--- config.mk ---
export PLATFORM = sky130hd
export DESIGN_NAME = handshake_rr_arbiter
export DESIGN_NICKNAME = d
export VERILOG_FILES = /design/src/rtl/handshake_pkg.sv /design/src/rtl/rr_grant.sv /design/src/rtl/handshake_rr_arbiter.sv
export SDC_FILE = /design/constraint.sdc
export NUM_CORES = 1
export LEC_CHECK = 0
export CAP_MARGIN = 20
export CORE_MARGIN = 4
export CORE_UTILIZATION = 50
export CTS_CLUSTER_DIAMETER = 60
export DETAILED_ROUTE_END_ITERATION = 10
export PLACE_DENSITY = 0.84
export SLEW_MARGIN = 10
export SYNTH_ARGS = -nofsm -noshare
export SYNTH_HDL_FRONTEND = slang
export SYNTH_SLANG_ARGS = --single-unit
export TNS_END_PERCENT = 100
--- constraint.sdc ---
create_clock -name CLK -period 4.3 [get_ports CLK]
set_clock_uncertainty 0.1 [all_clocks]
set_input_delay 0.86 -clock CLK [delete_from_list [all_inputs] [get_ports CLK]]
set_output_delay 0.86 -clock CLK [all_outputs]
set_load 0.1 [all_outputs]
--- src/rtl/handshake_pkg.sv ---
// Shared arbitration types and the round-robin pick function.
// Exports N_DEFAULT, WIDTH_DEFAULT, gidx_t and rr_next().
package handshake_pkg;

  localparam int N_DEFAULT     = 3;
  localparam int WIDTH_DEFAULT = 4;
  localparam int MAX_N         = 8;
  localparam int GIDX_W        = 3;

  typedef logic [GIDX_W-1:0] gidx_t;

  typedef struct packed {
    logic  hit;
    gidx_t idx;
  } rr_pick_t;

  // Scan upward from last+1, wrapping at n; first set bit wins.
  function automatic rr_pick_t rr_next(
    input gidx_t            last,
    input logic [MAX_N-1:0] valid_vec,
    input int               n
  );
    rr_pick_t p;
    int       j;
    p = '0;
    for (int k = 1; k <= MAX_N; k++) begin
      j = (int'(last) + k) % n;
      if (k <= n && !p.hit && valid_vec[j]) begin
        p.hit = 1'b1;
        p.idx = gidx_t'(j);
      end
    end
    return p;
  endfunction

endpackage

--- src/rtl/rr_grant.sv ---
// Combinational round-robin priority encoder.
// Ports: valid, last -> grant (one-hot), idx, hit.
module rr_grant
  import handshake_pkg::*;
#(
  parameter int N    = N_DEFAULT,
  parameter int ID_W = 2
) (
  input  logic [N-1:0]    valid,
  input  logic [ID_W-1:0] last,
  output logic [N-1:0]    grant,
  output logic [ID_W-1:0] idx,
  output logic            hit
);

  logic [MAX_N-1:0] vv;
  rr_pick_t         pick;

  always_comb begin
    vv         = '0;
    vv[N-1:0]  = valid;
    pick       = rr_next(gidx_t'(last), vv, N);
    hit        = pick.hit;
    idx        = ID_W'(pick.idx);
    grant      = '0;
    for (int i = 0; i < N; i++) begin
      grant[i] = pick.hit && (pick.idx == gidx_t'(i));
    end
  end

endmodule

--- src/rtl/handshake_rr_arbiter.sv ---
// Round-robin merge of N ready/valid requesters onto one registered channel.
// Ports: CLK, RESET, in_valid/in_ready/in_data, out_valid/out_ready/out_data, out_id, xfer_count.
module handshake_rr_arbiter
  import handshake_pkg::*;
#(
  parameter int N     = N_DEFAULT,
  parameter int WIDTH = WIDTH_DEFAULT,
  parameter int ID_W  = 2,
  parameter int CNT_W = 8
) (
  input  logic               CLK,
  input  logic               RESET,
  input  logic [N-1:0]       in_valid,
  output logic [N-1:0]       in_ready,
  input  logic [N*WIDTH-1:0] in_data,
  output logic               out_valid,
  input  logic               out_ready,
  output logic [WIDTH-1:0]   out_data,
  output logic [ID_W-1:0]    out_id,
  output logic [CNT_W-1:0]   xfer_count
);

  typedef enum logic {EMPTY, FULL} state_t;

  state_t          state;
  logic [ID_W-1:0] last_grant;
  logic [ID_W-1:0] g_idx;
  logic [N-1:0]    g_hot;
  logic            g_hit;
  logic            accept;
  logic            up_hs;
  logic            dn_hs;

  rr_grant #(.N(N), .ID_W(ID_W)) u_grant (
    .valid (in_valid),
    .last  (last_grant),
    .grant (g_hot),
    .idx   (g_idx),
    .hit   (g_hit)
  );

  assign out_valid = (state == FULL);
  assign accept    = ~out_valid | out_ready;

  // Ready is suppressed while RESET is high so nothing is offered
  // a handshake that the reset would then discard.
  assign in_ready = (accept & g_hit & ~RESET) ? g_hot : '0;
  assign up_hs    = |(in_valid & in_ready);
  assign dn_hs    = out_valid & out_ready;

  always_ff @(posedge CLK) begin
    if (RESET) begin
      state      <= EMPTY;
      out_data   <= '0;
      out_id     <= '0;
      xfer_count <= '0;
      last_grant <= ID_W'(N - 1);
    end else begin
      if (up_hs) begin
        state      <= FULL;
        out_data   <= in_data[g_idx*WIDTH +: WIDTH];
        out_id     <= g_idx;
        last_grant <= g_idx;
      end else if (dn_hs) begin
        state <= EMPTY;
      end
      if (dn_hs) begin
        xfer_count <= xfer_count + 1'b1;
      end
    end
  end

endmodule
==> out/results.md <==
| Group | Parameter | Reported |
|---|---|---|
| synth | Flip-flop and latch count after synthesis | 16 |
| drt | Detailed Route WL | 2834 µm |
| synth | Synth Area in Adders | 0.08502 |
| sta | Slew at the pin closest to its max-slew limit | 1014 ps |
| global route | GRT Residual Overflow | 0 |
| global route | First-pass GRT wire length | 4843 µm |
| setup path | Arrival time of the worst setup path | 3100 ps |
| cells and area | Number of fill cells | 175 |
| setup path | Crit Path Category | flip-flop to primary output |
| synth | Async SR Flop Fraction | 0 |
| global route | Vias in the first global route | 1091 |
| die | Initial Util | 0.5272 |
| cells and area | Layout net count | 189 |
| cells and area | Share of post-route cells with drive strength above 1 | 0.1615 |
| sta | Post-route fraction of the period consumed by the critical path | 0.9442 |
| setup path | Max Fanout on Critical Path | 9 |
| setup path | Slowest-stage cell, CP | sky130_fd_sc_hd__or4b_1 |
| synth | Yosys synthesis warning count | 0 |
| global route | Global Route Usage Sum | 0.1881 |
| cts | Number of hold buffers added after cts | 0 |
| drt | Met1 layer wirelength in the final routing | 1267 µm |
| sta | Final count of hold timing violations | 0 |
| synth | Synthesized-area fraction occupied by ao, oa, aoi and oai cells | 0.2285 |
| drt | Iter 0 DRT Violations | 23 |
| sta | Total setup violations reported at the end of the flow | 0 |
| die | Top-level I/O count | 36 |
| setup path | Crit-path cells | inv_1 -> ha_1 -> ha_1 -> or4b_1 -> o21ai_2 -> a211oi_2 -> or2_2 -> nor3b_2 -> buf_12 |
| power | Internal power | 0.0004747 W |
| global route | Largest net degree at the start of global routing | 12 |
| setup path | Register-to-Register Setup Slack | 1140 ps |
| synth | Xor and xnor area share after synthesis | 0.05207 |
| synth | Prevailing post-synth register cell | sky130_fd_sc_hd__dfxtp_1 |
| synth | Cell taking the most area after synthesis | sky130_fd_sc_hd__dfxtp_1 |
| synth | Mapped Cells | 130 |
| power | Net switching power of the design | 0.0005857 W |
| drt | Total number of vias | 1085 |
| power | Share of total power in the clock network | 0.070 |
| worst hold path | Worst hold path type | flip-flop to flip-flop |
| setup path | Endpoint kind of the worst setup timing path | primary output |
| drt | Remaining routing DRC violations | 0 |
| cts | Clock slew at the register clock pins of the worst setup and hold paths | 90 ps |
| sta | Relative slew slack | 0.3220 |
| synth | Average footprint of a synthesized cell | 9.057 µm² |
| placement | DP Wirelength | 2241 µm |
| setup path | Cell with the most instances on the worst path | sky130_fd_sc_hd__ha_1 |
| setup path | Critical Path RT | 3340 ps |
| drt | Number of nets still failing antenna checks after routing | 0 |
| drt | Sum of met2 wire segment lengths after detailed routing | 1463 µm |
| synth | Main combinational cell family by area after synthesis | simple AND/OR/NAND/NOR gates |
| die | Vertical die dimension | 56.53 µm |
| cells and area | Number of diodes added for antenna fixing | 0 |
| sta | Min Clock Period, post-route | 4060 ps |
| synth | Count of unique library cells instantiated by Yosys | 42 |
| sta | Fin worst setup slack | 240.0 ps |
| cts | Clock root buffer | sky130_fd_sc_hd__clkbuf_4 |
| drt | Top layer in use | met3 |
| synth | List of most frequent post-synthesis cells | sky130_fd_sc_hd__dfxtp_1, sky130_fd_sc_hd__nand2_1, sky130_fd_sc_hd__nor2_1 |
| setup path | Worst path max stage delay | 670 ps |
| power | Fraction of power spent switching nets | 0.5523 |
| placement | Place WS | 323.9 ps |
| synth | Post-synthesis instance area | 1177 µm² |
| power | Sequential share of power | 0.190 |
| cts | Resize count post-CTS | 0 |
| synth | Sequential-to-total area share from yosys stat | 0.2721 |
| sta | Achievable clock frequency | 246.3 MHz |
| drt | Met3 WL | 103 µm |
| cts | Level count of the clock H-tree | 1 |
| synth | Share of synthesized cell area in and, or, nand and nor gates | 0.2412 |
| cts | Number of clock sinks | 16 |
| die | Core box area | 2233 µm² |
| die | Total die area | 3195 µm² |
| power | Pwr dens | 672.1 nW/µm² |
| sta | Sum of negative setup slack | 0 ps |
| global route | Antenna violations before repair | 0 |
| cts | Clock buffer count from CTS | 3 |
| die | Floorplan die width | 56.53 µm |
| power | Combinational fraction of design power | 0.740 |
| synth | Most numerous cell in the Yosys netlist | sky130_fd_sc_hd__dfxtp_1 |
| power | Worst supply voltage drop on vdd | 497.7 µV |
| cts | Clock tree from TritonCTS | yes |
| placement | Count of buffers from port buffering | 35 |
| power | Post-layout total power | 0.001060 W |
| sta | Unrepaired setup endpoints after global routing | false |
| synth | Syn Nets | 156 |
| sta | Max-slew violation count | 0 |
| drt | WL/cell | 14.99 µm |
| power | Leak | 0.6324 nW |
| cts | Post-CTS Setup Repair Bufs | 0 |
| synth | Fraction of synthesized cell area taken by the top area cell type | 0.2721 |
| synth | Mux share of post-synthesis cell area | 0.06801 |
| cells and area | Synthesis-to-finish area growth | 34.01% |
| drt | Vias per inst | 5.741 |
| synth | Synth area leaders | sky130_fd_sc_hd__dfxtp_1, sky130_fd_sc_hd__ha_1, sky130_fd_sc_hd__mux2i_1, sky130_fd_sc_hd__a31o_2, sky130_fd_sc_hd__nand4_1 |
| placement | Final Wtd Congestion | 0.8877 |
| cts | Maximum count of clock buffers along a single path | 2 |
| setup path | Launching element type of the critical path | flip-flop |
| run | Number of maximum-capacitance constraint violations | 0 |
| die | Number of rows created at floorplan | 17 |
| drt | Detailed-routing iteration count for the pre-antenna-repair pass | 4 |
| synth | Number of synthesized flops with an enable pin | 0 |
| cts | Clock insertion delay at the later pin of the skew report | 280 ps |
| status | Result of the run | finished clean |
-- per-layer routing --
layer,global-route usage,vias to the layer above
met5,0,-
met4,0.04068,0
met3,0.03448,0
met2,0.3350,25
met1,0.2323,522
li1,-,538
-- power by group through the flow --
| stage | registers (W) | clock network [W] | logic (W) |
|---|---|---|---|
| floorplan | 0.000373 | 0 | 0.000447 |
| global placement | 0.000202 | 0 | 0.000769 |
| detailed placement | 0.000204 | 0 | 0.000781 |
| CTS | 0.000201 | 0.0000781 | 0.000783 |
| global route | 0.000206 | 0.0000872 | 0.000828 |
| finish | 0.000201 | 0.0000742 | 0.000785 |
-- registers in the layout, summed over array words and instances, names as in the netlist --
signal      cells
out_valid       1
xfer_count      8
last_grant      1
out_id          2
out_data        4
-- worst max-delay path: cells and delay by family, from the launching register on --
kind / cells / cell delay [ps]
and+or+nand+nor: 3 / 1220
adders and majority gates: 2 / 600
DFF: 1 / 420
buffers and inverters: 2 / 330
AOI/OAI and AO/OA: 2 / 230
-- cell usage in the layout, fill, tap and decap left out, types with 2 or more instances in the layout --
master and n:
sky130_fd_sc_hd__nand2b_1 5, sky130_fd_sc_hd__and3_1 3, sky130_fd_sc_hd__a21oi_1 2, sky130_fd_sc_hd__clkbuf_4 3
sky130_fd_sc_hd__nand3_1 3, sky130_fd_sc_hd__buf_12 3, sky130_fd_sc_hd__a31o_2 5, sky130_fd_sc_hd__nor3_1 2
sky130_fd_sc_hd__nand4_1 7, sky130_fd_sc_hd__or2_2 2, sky130_fd_sc_hd__mux2i_1 8, sky130_fd_sc_hd__ha_1 8
sky130_fd_sc_hd__xnor2_1 2, sky130_fd_sc_hd__nor2_1 10, sky130_fd_sc_hd__o21ba_2 4, sky130_fd_sc_hd__nand2_1 11
sky130_fd_sc_hd__o31ai_1 4, sky130_fd_sc_hd__dfxtp_1 16, sky130_fd_sc_hd__inv_1 4, sky130_fd_sc_hd__and4_1 2
sky130_fd_sc_hd__clkdlybuf4s50_1 32, sky130_fd_sc_hd__xor2_1 5
-- final timing paths --
| check | start | endpoint | cells past startpoint |
|---|---|---|---|
| max | out_id[0] | in_ready[0] | 9 |
| min | out_data[1] | out_data[1] | 2 |
| max reg2reg | out_id[0] | out_data[3] | 9 |
| min reg2reg | out_data[1] | out_data[1] | 2 |
-- metrics by stage --
stage	area, µm²	utilization	hold WS (ps)	instances
2_1_floorplan	1187	-	384.8	130
3_3_place_gp	1555	0.6964	352.4	186
3_5_place_dp	1555	0.6964	364.1	186
4_1_cts	1578	0.7064	378.4	189
5_1_grt	1578	0.7064	398.5	189
6_report	1578	0.7064	372.6	189
-- cell families (layout without fill, tap and decap cells) --
logic type | count (synthesis) | in the layout
flops | 16 | 16
compound gates | 27 | 27
buf+inv | 11 | 42
xor+xnor | 7 | 7
fa+ha+maj | 8 | 8
mux | 8 | 8
simple gates | 53 | 53
-- cell type report --
class	instances	area (µm²)	share of cell area
multi-input combinational	103	804.5	0.5099
clock buffer	3	22.52	0.01427
timing repair buffer	35	380.4	0.2411
inverter	4	15.01	0.009516
sequential	16	320.3	0.2030
tap	28	35.03	0.02220
Note: power is estimated with default switching activity, not from simulation.
